===== src/rtl/memory_access.sv =====
// Memory stage of the in-order pipeline: issues one data-memory access per load/store,
// holds the bus request until dmem_ready, and passes every other instruction straight through.
module memory_access #(
   parameter int XLEN = 32
) (
   input  logic            clk,
   input  logic            rst,
   input  logic            valid_in,
   input  logic [XLEN-1:0] pc_in,
   input  logic [XLEN-1:0] instr_in,
   input  logic [XLEN-1:0] data_in,
   input  logic [XLEN-1:0] store_val,
   output logic            dmem_req,
   output logic            dmem_we,
   output logic [XLEN-1:0] dmem_addr,
   output logic [3:0]      dmem_wstrb,
   output logic [XLEN-1:0] dmem_wdata,
   input  logic            dmem_ready,
   input  logic [XLEN-1:0] dmem_rdata,
   output logic            stall_m,
   output logic            valid_out,
   output logic [XLEN-1:0] pc_out,
   output logic [XLEN-1:0] instr_out,
   output logic [XLEN-1:0] result_out,
   output logic            misalign
);

   typedef logic [XLEN-1:0] word_t;

   localparam logic [6:0] OP_LOAD  = 7'b0000011;
   localparam logic [6:0] OP_STORE = 7'b0100011;

   typedef enum logic {
      IDLE = 1'b0,
      BUSY = 1'b1
   } state_t;

   state_t state;
   state_t state_nxt;

   logic [6:0] opcode;
   logic [2:0] funct3;
   logic       is_load;
   logic       is_store;
   logic       mem_ok;
   logic       aligned;
   logic       accept;
   logic       go_busy;
   logic       retire_mem;
   word_t      result_nxt;

   word_t      addr_p1;
   logic [1:0] off_p1;
   logic [2:0] funct3_p1;
   logic       we_p1;
   logic [3:0] wstrb_p1;
   word_t      wdata_p1;
   word_t      pc_p1;
   word_t      instr_p1;

   function automatic logic is_aligned(input logic [2:0] f3, input logic [1:0] a);
      logic ok;
      case (f3[1:0])
         2'b00:   ok = 1'b1;
         2'b01:   ok = ~a[0];
         default: ok = (a == 2'b00);
      endcase
      return ok;
   endfunction

   function automatic logic [3:0] store_strb(input logic [2:0] f3, input logic [1:0] a);
      logic [3:0] s;
      case (f3[1:0])
         2'b00:   s = 4'b0001 << a;
         2'b01:   s = 4'b0011 << a;
         default: s = 4'hF;
      endcase
      return s;
   endfunction

   function automatic word_t store_data(input logic [2:0] f3, input word_t v);
      word_t d;
      case (f3[1:0])
         2'b00:   d = {(XLEN/8){v[7:0]}};
         2'b01:   d = {(XLEN/16){v[15:0]}};
         default: d = v;
      endcase
      return d;
   endfunction

   // Lane select then sign/zero extension of the returned word.
   function automatic word_t load_data(input logic [2:0] f3, input logic [1:0] a, input word_t rd);
      logic signed [7:0]  b;
      logic signed [15:0] h;
      word_t              r;
      b = rd[{a, 3'b000} +: 8];
      h = a[1] ? rd[31:16] : rd[15:0];
      case (f3)
         3'b000:  r = {{(XLEN-8){b[7]}}, b};
         3'b001:  r = {{(XLEN-16){h[15]}}, h};
         3'b010:  r = rd;
         3'b100:  r = {{(XLEN-8){1'b0}}, b};
         3'b101:  r = {{(XLEN-16){1'b0}}, h};
         default: r = '0;
      endcase
      return r;
   endfunction

   assign opcode   = instr_in[6:0];
   assign funct3   = instr_in[14:12];
   assign is_load  = (opcode == OP_LOAD);
   assign is_store = (opcode == OP_STORE);

   always_comb begin
      state_nxt  = state;
      accept     = 1'b0;
      go_busy    = 1'b0;
      retire_mem = 1'b0;
      mem_ok     = (is_load  && (funct3 inside {3'b000, 3'b001, 3'b010, 3'b100, 3'b101})) ||
                   (is_store && (funct3 inside {3'b000, 3'b001, 3'b010}));
      aligned    = is_aligned(funct3, data_in[1:0]);
      // Undefined-funct3 memory ops and misaligned ops both retire with a zero result.
      result_nxt = (is_load || is_store) ? '0 : data_in;
      case (state)
         IDLE: begin
            accept = valid_in;
            if (valid_in && mem_ok && aligned) begin
               go_busy   = 1'b1;
               state_nxt = BUSY;
            end
         end
         BUSY: begin
            if (dmem_ready) begin
               retire_mem = 1'b1;
               state_nxt  = IDLE;
            end
         end
         default: state_nxt = IDLE;
      endcase
   end

   always_ff @(posedge clk or posedge rst) begin
      if (rst) state <= IDLE;
      else     state <= state_nxt;
   end

   // Stage p1: accepted memory request, held stable while the bus is busy.
   always_ff @(posedge clk or posedge rst) begin
      if (rst) begin
         addr_p1   <= '0;
         off_p1    <= '0;
         funct3_p1 <= '0;
         we_p1     <= 1'b0;
         wstrb_p1  <= '0;
         wdata_p1  <= '0;
         pc_p1     <= '0;
         instr_p1  <= '0;
      end else if (go_busy) begin
         addr_p1   <= {data_in[XLEN-1:2], 2'b00};
         off_p1    <= data_in[1:0];
         funct3_p1 <= funct3;
         we_p1     <= is_store;
         wstrb_p1  <= is_store ? store_strb(funct3, data_in[1:0]) : 4'b0000;
         wdata_p1  <= is_store ? store_data(funct3, store_val) : '0;
         pc_p1     <= pc_in;
         instr_p1  <= instr_in;
      end
   end

   // Stage p2: retirement registers toward Writeback.
   always_ff @(posedge clk or posedge rst) begin
      if (rst) begin
         valid_out  <= 1'b0;
         pc_out     <= '0;
         instr_out  <= '0;
         result_out <= '0;
         misalign   <= 1'b0;
      end else begin
         valid_out <= 1'b0;
         if (accept && !go_busy) begin
            valid_out  <= 1'b1;
            pc_out     <= pc_in;
            instr_out  <= instr_in;
            result_out <= result_nxt;
            misalign   <= mem_ok && !aligned;
         end else if (retire_mem) begin
            valid_out  <= 1'b1;
            pc_out     <= pc_p1;
            instr_out  <= instr_p1;
            result_out <= we_p1 ? '0 : load_data(funct3_p1, off_p1, dmem_rdata);
            misalign   <= 1'b0;
         end
      end
   end

   assign dmem_req   = (state == BUSY);
   assign stall_m    = (state == BUSY);
   assign dmem_addr  = addr_p1;
   assign dmem_we    = we_p1;
   assign dmem_wstrb = wstrb_p1;
   assign dmem_wdata = wdata_p1;

endmodule

===== config.mk =====
export PLATFORM = sky130hd
export DESIGN_NAME = memory_access
export DESIGN_NICKNAME = d
export VERILOG_FILES = /design/src/rtl/memory_access.sv
export SDC_FILE = /design/constraint.sdc
export NUM_CORES = 1
export LEC_CHECK = 0
export BUFFER_PORTS_ARGS = -buffer_cell sky130_fd_sc_hd__buf_2
export CELL_PAD_IN_SITES_DETAIL_PLACEMENT = 1
export CELL_PAD_IN_SITES_GLOBAL_PLACEMENT = 2
export CORE_ASPECT_RATIO = 1.4
export CORE_MARGIN = 5
export CORE_UTILIZATION = 28
export CTS_BUF_LIST = sky130_fd_sc_hd__clkbuf_4
export CTS_CLUSTER_SIZE = 28
export DETAILED_ROUTE_END_ITERATION = 8
export PLACE_DENSITY = 0.89
export SETUP_SLACK_MARGIN = 0.1
export SKIP_LAST_GASP = 1
export SLEW_MARGIN = 20
export SYNTH_ARGS = -nofsm -noshare
export SYNTH_HDL_FRONTEND = slang
export SYNTH_SLANG_ARGS = --single-unit

===== constraint.sdc =====
create_clock -name clk -period 8.9 [get_ports clk]
set_input_delay 2.225 -clock clk [delete_from_list [all_inputs] [get_ports clk]]
set_output_delay 2.225 -clock clk [all_outputs]
set_load 0.05 [all_outputs]

Yosys cells after proc, flatten, opt, wreduce, memory -nomap -nowiden. Index checks and enable logic that the tools add are counted.

Register bits after elaboration: 235. Bits in latches: 0. Memory bits (writable): 0. Bits in read-only memories: 0. Input port bits: 164. Output and inout port bits: 169. Word-level logic and storage cells: 73. Memories kept: 0.

$add $sub $neg: 0. Multiply operators: 0. Divide/modulo/power cells: 0. Magnitude comparators: 0. Eq/ne operators: 11. Shift-type cells: 3. Multiplexer cells: 26. Bitwise logic cells: 2. Reduce and logical (&&, ||, !) cells: 17.

Operators by type and width (count): 32-bit two-way mux (9); 32-bit case mux with 5 select lines (1); 32-bit case mux with 2 select lines (1); 32-bit by 6-bit indexed part select with 8-bit output (1); 16-bit two-way mux (1); 3-bit equality test, second input constant (4); 1-bit two-way mux (10); 4-bit case mux with 2 select lines (1); 7-bit by 2-bit equality test with 1-bit output, second input constant (1); 7-bit by 6-bit equality test with 1-bit output, second input constant (1); 3-bit by 1-bit equality test with 1-bit output, second input constant (2); 3-bit by 2-bit equality test with 1-bit output, second input constant (2); 1-bit logical AND (6); 3-bit zero test (2); 5-bit nonzero test (1); 2-bit zero test (2); 4-bit two-way mux (1); 1-bit case mux with 2 select lines (2); 1-bit by 2-bit left shift with 4-bit output, first input constant (1); 2-bit by 2-bit left shift with 4-bit output, first input constant (1); 3-bit nonzero test (1); 2-bit by 1-bit equality test with 1-bit output, second input constant (1); 1-bit zero test (2); 1-bit logical OR (2); other kinds (2) (3).

Depth between registers and ports, before layout. Gate-level depths: netlist (run 1).

Depth in word-level cells: 11. Gate-level depth with buffers: 9. Gate-level depth less buffers: 7.

Worst setup path before layout (run 1). No wires, ideal clock.

Path kind: in2reg. From: in instr_in[2]. To: reg instr_out[0]. Setup time: 0.126 ns. Arrival: 3.594 ns. Required time: 8.774 ns. Slack: 5.180 ns. Stages on the path: 6. Buffers on the path: 2. Cells stage by stage: nor4_4 -> nand4_2 -> o21a_2 -> buf_6 -> buf_6 -> a221o_1.

Longest elaborated chain between the ends: 10. Elaborated cells on any way between the ends: 13. Those cells by class: 2 x eq/ne; 3 x mux; 8 x reduce/logical.

RTL lines: start, declared (RTL line 10) `input logic [XLEN-1:0] instr_in,`; 7-bit by 2-bit equality test with 1-bit output or 7-bit by 6-bit equality test with 1-bit output (tied branches) (RTL line 111, 112); 1-bit logical AND (on tied branches) (RTL line 119, 120); 1-bit logical OR (*) (RTL line 119) `mem_ok = (is_load && (funct3 inside {3'b000, 3'b001, 3'b010, 3'b100, 3'b101})) ||`; 1-bit logical AND (*) (2 in a row) (RTL line 127) `if (valid_in && mem_ok && aligned) begin`; 1-bit two-way mux (*) (RTL line 127); 1-bit two-way mux (*) (RTL line 124) `case (state)`; 1-bit zero test (*) (RTL line 180) `if (accept && !go_busy) begin`; 1-bit logical AND (*) (RTL line 180); 32-bit two-way mux or 2-bit nonzero test (tied branches); end signal, assigned (RTL line 183) `instr_out <= instr_in;`; end signal, assigned (RTL line 189) `instr_out <= instr_p1;`; end, declared (RTL line 23) `output logic [XLEN-1:0] instr_out,`.

Mark *: on every way between the ends. The rest lies on a longest branch, timed or not. A chain may end at the register's enable or synchronous reset.

Worst setup path after layout (run 1).
From: in instr_in[13]. To: reg wstrb_p1[3] (netlist: dmem_wstrb[3]).

Longest elaborated chain between the ends: 8. Elaborated cells on any way between the ends: 19. Those cells by class: 5 x eq/ne; 5 x mux; 9 x reduce/logical.

RTL lines: 3-bit by 1-bit equality test with 1-bit output, or another cell as far along (RTL line 119, 120); 5-bit nonzero test or 3-bit nonzero test (tied branches) (RTL line 119, 120); 1-bit logical AND (on tied branches) (RTL line 119, 120); 1-bit logical OR (RTL line 119); 1-bit logical AND (2 in a row) (RTL line 127); 1-bit two-way mux (RTL line 127); 1-bit two-way mux (RTL line 124); end signal, assigned (RTL line 163) `wstrb_p1 <= is_store ? store_strb(funct3, data_in[1:0]) : 4'b0000;`; end, declared (RTL line 56) `logic [3:0] wstrb_p1;`.

Several ways; a longest one is shown, not always the timed one.

==> flow_metrics.env, run 1 <==
export IMPL_met1_usage=0.212
export IMPL_drt_pass1_iter_count=4
export IMPL_post_route_min_period_ns=4.36
export IMPL_synthArstFlopShare=1.00
export IMPL_fp_coreArea_sq_um=37300
export IMPL_mostFrequentLayoutCell="nand2_1"
export IMPL_ys_seq_area_frac=0.552
export IMPL_viasPerCell=4.84
export IMPL_final_nets=1640
export IMPL_cts_tree="built"
export IMPL_cts_inserted_buffers=61
export IMPL_dieArea_sq_um=41600
export IMPL_leakage_nw=7.11
export IMPL_globalRouteMet3Util=0.0463
export IMPL_synth_warning_count=0
export IMPL_hold_violations=0
export IMPL_die_x_um=174
export IMPL_clock_latency_ns=0.73
export IMPL_antenna_found_initial=8
export IMPL_finClkSkew_ns=0.0308
export IMPL_cts_hold_buffers=0
export IMPL_syn_avg_cell_area_sq_um=9.14
export IMPL_track_usage=0.181
export IMPL_drt_wl_total_um=38700
export IMPL_wl_per_cell_um=19.3
export IMPL_rsz0062_at_grt="no"
export IMPL_top_usage_layer="met2"
export IMPL_ant_nets=0
export IMPL_ys_seq_elements=232
export IMPL_pin_count=333
export IMPL_setup_viol_count_final=0
export IMPL_h_tree_depth=2
export IMPL_place_congestion=0.842
export IMPL_synth_edf_count=0
export IMPL_fp_dieH_um=239
export IMPL_worst_slew_pin_slew_ns=0.978
export IMPL_clk_path_buf_depth=3
export IMPL_setup_tns_ns=0
export IMPL_clkTransAtPathRegs_ns=0.06
export IMPL_io_buffers=330
export IMPL_drcViolationCount=0
export IMPL_drt_initial_drc_count=460
export IMPL_period_share=0.490
export IMPL_cpPeakStageDelay_ns=0.74
export IMPL_core_rowCount=84
export IMPL_synth_mux_area_fraction=0.0802
export IMPL_power_density_nw_per_um2=199
export IMPL_synth_top_family_by_area="simple AND/OR/NAND/NOR gates"
export IMPL_synth_cell_types=44
export IMPL_cts_sinks=232
export IMPL_grt_max_degree=135
export IMPL_cpMostUsedCell="o21ai_0"
export IMPL_grt_pass1_wl_um=60100
export IMPL_clockRootBuffer="clkbuf_4"
export IMPL_synth_fa_ha_area_frac=0
export IMPL_cp_slowest_cell="or3_4"
export IMPL_dp_hpwl_um=27200
export IMPL_grt_util_met2=0.309
export IMPL_post_cts_buffers=0
export IMPL_initial_core_util=0.282
export IMPL_grt_ovfl_total=0
export IMPL_hold_path_class="reg2reg"
export IMPL_setup_ws_ns=4.54
export IMPL_worstSetupStartpointType="primary input"
export IMPL_place_worst_setup_slack_ns=3.76
export IMPL_syn_instance_count=1150
export IMPL_path_cells="buf_2, o21ai_0, nand2_1, or3_4, buf_4, o21ai_0"
export IMPL_netlist_area_sq_um=10500
export IMPL_hold_ws_ns=0.461
export IMPL_area_delta_synth_final_pct=27.0
export IMPL_synth_flop_cell="dfrtp_1"
export IMPL_crit_fanout=73
export IMPL_post_cts_resized=0
export IMPL_worstSetupEndpointType="register"
export IMPL_mostFrequentLayoutCells="nand2_1 (440), buf_2 (330), dfrtp_1 (232), o21ai_0 (100), clkbuf_4 (100)"
export IMPL_slew_violations=0
export IMPL_vias=9681
export IMPL_synthSimpleGateAreaFrac=0.229
export IMPL_synth_compound_area_frac=0.102
export IMPL_status="finished, final reports clean"
export IMPL_slew_limit_headroom=0.348
export IMPL_fmax_mhz=230
export IMPL_maxCapViolations=0
export IMPL_crit_arrival_ns=4.92
export IMPL_grt_pass1_vias=10500
export IMPL_drive_gt1_frac=0.313
export IMPL_worstPathRequired_ns=9.46
export IMPL_peakVddDrop_v=0.0000877
export IMPL_crit_type="in2reg"
export IMPL_synthXorXnorAreaFrac=0
[worst max-delay path, delay by kind of cell]
| family | cells | cell delay [ns] |
|---|---|---|
| and+or+nand+nor | 2 | 1.00 |
| AOI/OAI and AO/OA | 2 | 0.43 |
| buffers and inverters | 2 | 1.20 |
[sequential cells by signal, summed over array words and instances (netlist names)]
register    flops
off_p1          2
dmem_wdata     32
dmem_wstrb      4
dmem_we         1
instr_out      32
dmem_addr      30
funct3_p1       2
valid_out       1
instr_p1       30
misalign        1
result_out     32
dmem_req        1
pc_out         32
pc_p1          32
[cell usage after synthesis (18+ instances only)]
cell type,instances,share of area
clkbuf_1,42,0.015
o21ai_0,100,0.048
nor2_1,38,0.014
a31oi_1,24,0.014
mux2i_1,64,0.061
a221o_1,23,0.022
dfrtp_1,232,0.55
and3_1,19,0.011
nand3_1,32,0.015
and2_1,24,0.014
nand2_1,440,0.16
buf_2,25,0.012
mux2_2,18,0.019
[through the flow]
step                instances   util  power (mW)  area (sq um)
finish                   2000  0.358        2.66         13400
global route             1998  0.358        2.81         13400
CTS                      1993  0.357        2.72         13300
detailed placement       1886  0.336        1.71         12500
global placement         1886  0.336        1.70         12500
floorplan                1151      -        1.53         10500
[path summary, 6_finish.rpt]
kind                       slack, ns                   endpoint  cells past startpoint               startpoint
setup / recovery                4.54  dmem_wstrb[3]$_DFFE_PP0P_                      6             instr_in[13]
hold / removal                  0.46    instr_p1[0]$_DFFE_PP0P_                      1  instr_p1[0]$_DFFE_PP0P_
setup reg to reg                5.78  dmem_wstrb[3]$_DFFE_PP0P_                      4       dmem_req$_DFF_PP0_
hold reg to reg                 0.46    instr_p1[0]$_DFFE_PP0P_                      1  instr_p1[0]$_DFFE_PP0P_
max in group asynchronous       5.95     pc_out[22]$_DFFE_PP0P_                      3                      rst
min in group asynchronous       1.60  dmem_addr[28]$_DFFE_PP0P_                      2                      rst
[cell families after synthesis]
group	count (synthesis)
other	1
AOI/OAI and AO/OA	175
DFF	232
buffers and inverters	84
and+or+nand+nor	576
muxes	82
[report_power, final]
group	total [mW]	internal, mW	leakage, nW	switching, mW
combinational	0.513	0.131	3.60	0.382
sequential	1.17	1.12	3.02	0.0439
clock	0.981	0.529	0.482	0.452
[layer usage]
layer,vias up,share of wire
li1,4510,-
met4,4,0.046
met5,-,0.00065
met2,315,0.49
met3,99,0.063
met1,4753,0.40
[final cells by class]
| cell class | count | area, sq um |
|---|---|---|
| multi-input cells | 835 | 4360 |
| clock buffers | 100 | 751 |
| well taps | 473 | 592 |
| inverters | 4 | 22.5 |
| diodes | 7 | 17.5 |
| repair buffers | 342 | 1750 |
| clock inverters | 7 | 56.3 |
| flip-flops and latches | 232 | 5810 |
| fillers | 4457 | 24000 |
Power figures use the tool's default switching activity.
==> run 2: changes to the inputs <==
--- a/config.mk
+++ b/config.mk
@@ -5,16 +5,17 @@
 export SDC_FILE = /design/constraint.sdc
 export NUM_CORES = 1
 export LEC_CHECK = 0
+export ABC_AREA = 1
 export BUFFER_PORTS_ARGS = -buffer_cell sky130_fd_sc_hd__buf_2
 export CELL_PAD_IN_SITES_DETAIL_PLACEMENT = 1
 export CELL_PAD_IN_SITES_GLOBAL_PLACEMENT = 2
 export CORE_ASPECT_RATIO = 1.4
 export CORE_MARGIN = 5
-export CORE_UTILIZATION = 28
+export CORE_UTILIZATION = 29
 export CTS_BUF_LIST = sky130_fd_sc_hd__clkbuf_4
 export CTS_CLUSTER_SIZE = 28
 export DETAILED_ROUTE_END_ITERATION = 8
-export PLACE_DENSITY = 0.89
+export PLACE_DENSITY = 0.91
 export SETUP_SLACK_MARGIN = 0.1
 export SKIP_LAST_GASP = 1
 export SLEW_MARGIN = 20
==> constraint.sdc (replaced) <==
create_clock -name clk -period 4.5 [get_ports clk]
set_input_delay 1.125 -clock clk [delete_from_list [all_inputs] [get_ports clk]]
set_output_delay 1.125 -clock clk [all_outputs]
set_load 0.05 [all_outputs]
==> run 2 against run 1 <==
Against the previous run:
- core utilization grew 0.86 points
- global-route usage grew 2.1 points
- clock-buffer cell count down 4
- first-iteration DRC count up 46%
- largest cell class unchanged
- largest power group unchanged
- synthesized cell count increased by 31%
- routed wire length up 14%
- critical path depth up 4
- clock power is 100% higher
- non-clock buffer count is 7 higher
- sequential share of layout area shrank 2.2 points
==> flow_metrics.env, run 2 <==
export IMPL_sw_frac_of_total=0.339
export IMPL_post_cts_buffers=0
export IMPL_crit_start="instr_in[2]"
export IMPL_top_usage_layer="met2"
export IMPL_worstPathRequired_ns=5.09
export IMPL_rr_worst_depth=9
export IMPL_clk_path_buf_depth=3
export IMPL_core_rowCount=85
export IMPL_hold_path_class="reg2reg"
export IMPL_power_density_nw_per_um2=375
export IMPL_cts_hold_buffers=0
export IMPL_synth_area_leaders="dfrtp_1 (52%), nand2_1 (23%), nand3_1 (10%)"
export IMPL_clock_latency_ns=0.71
export IMPL_synth_top_area_share=0.516
export IMPL_mostFrequentLayoutCell="nand2_1"
export IMPL_pwr_share_seq=0.434
export IMPL_clkPwrFrac=0.373
export IMPL_ant_nets=0
export IMPL_dieArea_sq_um=42900
export IMPL_r2r_start="funct3_p1[0]$_DFFE_PP0P_"
export IMPL_crit_arrival_ns=3.46
export IMPL_wl_per_cell_um=18.5
export IMPL_worst_slew_pin_slew_ns=0.964
export IMPL_synthArstFlopShare=1.00
export IMPL_globalRouteMet3Util=0.0492
export IMPL_synth_edf_count=0
export IMPL_drt_initial_drc_count=670
export IMPL_clockRootBuffer="clkbuf_4"
export IMPL_slew_violations=0
export IMPL_vias=11500
export IMPL_worstSetupStartpointType="primary input"
export IMPL_syn_instance_count=1502
export IMPL_final_nets=1983
export IMPL_crit_end="result_out[11]$_DFFE_PP0P_"
export IMPL_synth_warning_count=0
export IMPL_met1_usage=0.225
export IMPL_io_buffers=330
export IMPL_synth_flop_cell="dfrtp_1"
export IMPL_final_core_util=0.366
export IMPL_setup_ws_ns=1.64
export IMPL_h_tree_depth=3
export IMPL_nFillCells=4911
export IMPL_crit_type="in2reg"
export IMPL_synth_cell_types=29
export IMPL_peakVddDrop_v=0.000186
export IMPL_viasPerCell=4.80
export IMPL_cts_inserted_buffers=66
export IMPL_clkTransAtPathRegs_ns=0.06
export IMPL_fp_coreArea_sq_um=38400
export IMPL_drive_gt1_frac=0.252
export IMPL_drt_pass1_iter_count=4
export IMPL_p_comb_frac=0.192
export IMPL_ys_seq_area_frac=0.516
export IMPL_die_x_um=177
export IMPL_yosysMostFrequentCell="nand2_1"
export IMPL_place_worst_setup_slack_ns=0.860
export IMPL_worstSetupEndpointType="register"
export IMPL_yosysTopAreaCell="dfrtp_1"
export IMPL_cts_sinks=232
export IMPL_switchingPower_mw=1.79
export IMPL_mostFrequentLayoutCells="nand2_1 (674), buf_2 (330), dfrtp_1 (232), nand3_1 (228), clkbuf_4 (96)"
export IMPL_fmax_mhz=349
export IMPL_slew_limit_headroom=0.357
export IMPL_grt_pass1_vias=12300
export IMPL_ys_seq_elements=232
export IMPL_grt_util_met2=0.367
export IMPL_post_route_min_period_ns=2.86
export IMPL_layoutNonFillerInstCount=2387
export IMPL_maxCapViolations=0
export IMPL_final_seq_area_sq_um=5810
export IMPL_r2r_end="result_out[0]$_DFFE_PP0P_"
export IMPL_leakage_nw=7.93
export IMPL_rsz0062_at_grt="no"
export IMPL_hold_ws_ns=0.451
export IMPL_place_congestion=0.826
export IMPL_ys_top_cells_by_count="nand2_1 (675), dfrtp_1 (232), nand3_1 (229)"
export IMPL_grt_max_degree=87
export IMPL_hold_violations=0
export IMPL_status="finished, final reports clean"
export IMPL_post_cts_resized=0
export IMPL_pin_count=333
export IMPL_area_delta_synth_final_pct=25.0
export IMPL_fp_dieH_um=243
export IMPL_dp_cells=2273
export IMPL_track_usage=0.202
export IMPL_antenna_found_initial=7
export IMPL_grt_pass1_wl_um=69000
export IMPL_netlist_area_sq_um=11300
export IMPL_setup_viol_count_final=0
export IMPL_power_internal_mw=3.49
export IMPL_syn_avg_cell_area_sq_um=7.49
export IMPL_drcViolationCount=0
export IMPL_cts_tree="built"
export IMPL_period_share=0.636
export IMPL_initial_core_util=0.293
export IMPL_finClkSkew_ns=0.0357
export IMPL_crit_fanout=56
export IMPL_dp_hpwl_um=31100
export IMPL_grt_ovfl_total=0
export IMPL_multiInputGateArea_sq_um=4640
export IMPL_hold_depth=2
export IMPL_setup_tns_ns=0
export IMPL_rrSetupSlack_ns=1.75
export IMPL_drt_wl_total_um=44100
-- run 2: cell count changes after synthesis, moves of 24 or more --
cell | before | now
inv_1 | 3 | 77
and2_1 | 24 | 0
a31oi_1 | 24 | 0
nand3_1 | 32 | 229
nand2_1 | 440 | 675
mux2i_1 | 64 | 0
-- run 2: layer usage --
metal | share of wire | wire (um) | vias up
li1 | - | - | 5424
met1 | 0.37 | 16500 | 5609
met2 | 0.53 | 23400 | 338
met3 | 0.059 | 2590 | 92
met4 | 0.034 | 1510 | 6
met5 | 0.0012 | 51 | -
-- run 2: cell families after synthesis --
group / after synthesis / synth area share
DFF: 232 / 0.516
AOI/OAI and AO/OA: 121 / 0.0572
other: 1 / 0.000333
and+or+nand+nor: 964 / 0.352
buffers and inverters: 184 / 0.0746
-- run 2: metrics by stage --
stage / total power, mW / cell area (sq um)
floorplan: 3.00 / 11300
global placement: 3.34 / 13300
detailed placement: 3.36 / 13300
CTS: 5.38 / 14100
global route: 5.58 / 14100
finish: 5.28 / 14100
-- run 2: how the worst min path moves through the flow --
| stage | startpoint | endpoint | slack, ns |
|---|---|---|---|
| floorplan | instr_p1[1]$_DFFE_PP0P_ | instr_p1[1]$_DFFE_PP0P_ | 0.42 |
| global placement | instr_p1[1]$_DFFE_PP0P_ | instr_p1[1]$_DFFE_PP0P_ | 0.43 |
| detailed placement | instr_p1[1]$_DFFE_PP0P_ | instr_p1[1]$_DFFE_PP0P_ | 0.44 |
| CTS | instr_p1[1]$_DFFE_PP0P_ | instr_p1[1]$_DFFE_PP0P_ | 0.45 |
| global route | instr_p1[1]$_DFFE_PP0P_ | instr_p1[1]$_DFFE_PP0P_ | 0.49 |
| finish | instr_p1[1]$_DFFE_PP0P_ | instr_p1[1]$_DFFE_PP0P_ | 0.45 |
-- run 2: power groups by stage --
stage	registers [mW]	logic [mW]	clock network [mW]
after floorplan	2.68	0.318	0
after global placement	2.33	1.01	0
after detailed placement	2.33	1.03	0
after CTS	2.29	1.03	2.06
after global routing	2.31	1.10	2.17
final	2.29	1.02	1.97
-- run 2: final cells by class --
cell class / instances / area share
clock buffer: 96 / 0.0512
tap: 522 / 0.0464
timing repair buffer: 349 / 0.131
antenna: 4 / 0.000711
inverter: 83 / 0.0225
multi-input combinational: 1087 / 0.329
clock inverter: 14 / 0.00605
sequential: 232 / 0.413
-- run 2: critical path, stage by stage --
cell     delay (ns)
buf_2          0.10
nor2_1         0.36
nand3_2        0.11
buf_4          0.27
nor2_2         0.20
nand3_4        0.17
nand2_8        0.36
nand2_2        0.41
nand3_1        0.21
nand2_1        0.07
==> run 3: changes to the inputs <==
--- a/config.mk
+++ b/config.mk
@@ -5,17 +5,17 @@
 export SDC_FILE = /design/constraint.sdc
 export NUM_CORES = 1
 export LEC_CHECK = 0
-export ABC_AREA = 1
+export ABC_AREA = 0
 export BUFFER_PORTS_ARGS = -buffer_cell sky130_fd_sc_hd__buf_2
 export CELL_PAD_IN_SITES_DETAIL_PLACEMENT = 1
 export CELL_PAD_IN_SITES_GLOBAL_PLACEMENT = 2
 export CORE_ASPECT_RATIO = 1.4
 export CORE_MARGIN = 5
-export CORE_UTILIZATION = 29
+export CORE_UTILIZATION = 31
 export CTS_BUF_LIST = sky130_fd_sc_hd__clkbuf_4
 export CTS_CLUSTER_SIZE = 28
 export DETAILED_ROUTE_END_ITERATION = 8
-export PLACE_DENSITY = 0.91
+export PLACE_DENSITY = 0.92
 export SETUP_SLACK_MARGIN = 0.1
 export SKIP_LAST_GASP = 1
 export SLEW_MARGIN = 20
==> constraint.sdc (replaced) <==
create_clock -name clk -period 2.8 [get_ports clk]
set_input_delay 0.7 -clock clk [delete_from_list [all_inputs] [get_ports clk]]
set_output_delay 0.7 -clock clk [all_outputs]
set_load 0.05 [all_outputs]
==> run 3 against run 2 <==
Against the previous run:
- cell count decreased by 17%
- hold slack got worse by 0.27 ns
- register-to-register slack got worse by 0.94 ns
- clock power increased by 41%
- setup slack got worse by 1.3 ns
- core utilization increased by 3.6 points
- total power increased by 54%
- first-iteration DRC count decreased by 36%
- clock-buffer cell count decreased by 11
==> flow_metrics.env, run 3 (synthesis gave the netlist of run 1 again) <==
export IMPL_dp_hpwl_um=27900
export IMPL_path_cells="buf_4, buf_2"
export IMPL_track_usage=0.196
export IMPL_final_core_util=0.403
export IMPL_drive_gt1_frac=0.315
export IMPL_crit_type="reg2out"
export IMPL_drt_pass1_iter_count=4
export IMPL_r2r_start="dmem_req$_DFF_PP0_"
export IMPL_fp_dieH_um=228
export IMPL_finClkSkew_ns=0.0427
export IMPL_worst_slew_pin_slew_ns=0.815
export IMPL_initial_core_util=0.315
export IMPL_maxCapViolations=0
export IMPL_clkTransAtPathRegs_ns=0.06
export IMPL_final_nets=1663
export IMPL_nFillCells=4075
export IMPL_crit_end="dmem_req"
export IMPL_r2r_end="result_out[8]$_DFFE_PP0P_"
export IMPL_slew_violations=0
export IMPL_grt_max_degree=73
export IMPL_period_share=0.891
export IMPL_post_cts_buffers=0
export IMPL_antenna_found_initial=7
export IMPL_ant_nets=0
export IMPL_mostFrequentLayoutCells="nand2_1 (440), buf_2 (330), dfrtp_1 (232), o21ai_0 (100), clkbuf_4 (85)"
export IMPL_hold_path_class="in2reg"
export IMPL_peakVddDrop_v=0.000337
export IMPL_fmax_mhz=401
export IMPL_worstPathRequired_ns=2.10
export IMPL_post_cts_resized=0
export IMPL_core_rowCount=79
export IMPL_drt_initial_drc_count=429
export IMPL_setup_viol_count_final=0
export IMPL_grt_ovfl_total=0
export IMPL_h_tree_depth=2
export IMPL_slew_limit_headroom=0.456
export IMPL_vias=9745
export IMPL_drcViolationCount=0
export IMPL_fp_coreArea_sq_um=33400
export IMPL_rsz0062_at_grt="no"
export IMPL_cp_slowest_cell="dfrtp_1"
export IMPL_cpPeakStageDelay_ns=0.49
export IMPL_worstSetupEndpointType="output port"
export IMPL_mostFrequentLayoutCell="nand2_1"
export IMPL_cts_sinks=232
export IMPL_io_buffers=330
export IMPL_cts_hold_buffers=1
export IMPL_worstSetupStartpointType="register"
export IMPL_post_route_min_period_ns=2.50
export IMPL_clock_latency_ns=0.72
export IMPL_crit_arrival_ns=1.80
export IMPL_rr_worst_depth=6
export IMPL_status="finished, final reports clean"
export IMPL_grt_pass1_wl_um=59900
export IMPL_crit_start="dmem_req$_DFF_PP0_"
export IMPL_power_mw=8.13
export IMPL_wl_per_cell_um=19.4
export IMPL_leakage_nw=7.17
export IMPL_grt_pass1_vias=10600
export IMPL_pin_count=333
export IMPL_crit_fanout=17
export IMPL_clockRootBuffer="clkbuf_4"
export IMPL_place_congestion=0.838
export IMPL_dieArea_sq_um=37700
export IMPL_clk_path_buf_depth=3
export IMPL_cts_tree="built"
export IMPL_cts_inserted_buffers=60
export IMPL_power_density_nw_per_um2=604
export IMPL_viasPerCell=4.92
export IMPL_die_x_um=166
export IMPL_drt_wl_total_um=38400
export IMPL_hold_violations=0
export IMPL_area_delta_synth_final_pct=28.0
export IMPL_rrSetupSlack_ns=0.81
[run 3: worst min path at each step]
stage                       startpoint                         to  slack [ns]  cells after the start
2_1_floorplan  instr_p1[0]$_DFFE_PP0P_    instr_p1[0]$_DFFE_PP0P_        0.43                      1
3_3_place_gp   instr_p1[0]$_DFFE_PP0P_    instr_p1[0]$_DFFE_PP0P_        0.44                      1
3_5_place_dp   instr_p1[0]$_DFFE_PP0P_    instr_p1[0]$_DFFE_PP0P_        0.44                      1
4_1_cts                   instr_in[30]   instr_p1[30]$_DFFE_PP0P_        0.09                      3
5_1_grt                    data_in[28]  dmem_addr[28]$_DFFE_PP0P_        0.12                      3
6_report                  instr_in[30]   instr_p1[30]$_DFFE_PP0P_        0.18                      3
[run 3: final cells by class]
type / count / area [sq um] / area share
flip-flops and latches: 232 / 5810 / 0.431
inverters: 4 / 18.8 / 0.00139
diodes: 4 / 10.0 / 0.000744
clock inverters: 10 / 42.5 / 0.00316
multi-input cells: 835 / 4350 / 0.323
well taps: 445 / 557 / 0.0414
repair buffers: 366 / 2040 / 0.151
clock buffers: 85 / 638 / 0.0474
[run 3: metal layers]
metal  share of wire  up-vias  track usage
met4           0.040        6       0.0872
met5          0.0014        -            0
met1            0.38     4798        0.215
met2            0.52      309        0.353
li1                -     4556            -
met3           0.063       76       0.0528
[run 3: stage by stage]
stage | hold WS [ns] | cell area (sq um) | setup WS [ns] | setup TNS (ns) | instances
floorplan | 0.425 | 10500 | -0.936 | -217.14 | 1151
global placement | 0.440 | 12800 | 0.159 | 0 | 1881
detailed placement | 0.445 | 12800 | 0.120 | 0 | 1881
CTS | 0.0887 | 13500 | 0.196 | 0 | 1977
global route | 0.124 | 13500 | 0.146 | 0 | 1981
finish | 0.176 | 13500 | 0.305 | 0 | 1981
[run 3: worst max-delay path, delay by kind of cell, from the launching register on]
kind | cells | cell delay, ns
flops | 1 | 0.49
buf+inv | 2 | 0.59
[run 3: where the power goes]
group | internal [mW] | switching (mW) | total, mW
Combinational | 0.437 | 1.22 | 1.66
Sequential | 3.58 | 0.135 | 3.71
Clock | 1.37 | 1.40 | 2.77
Total | 5.38 | 2.75 | 8.13
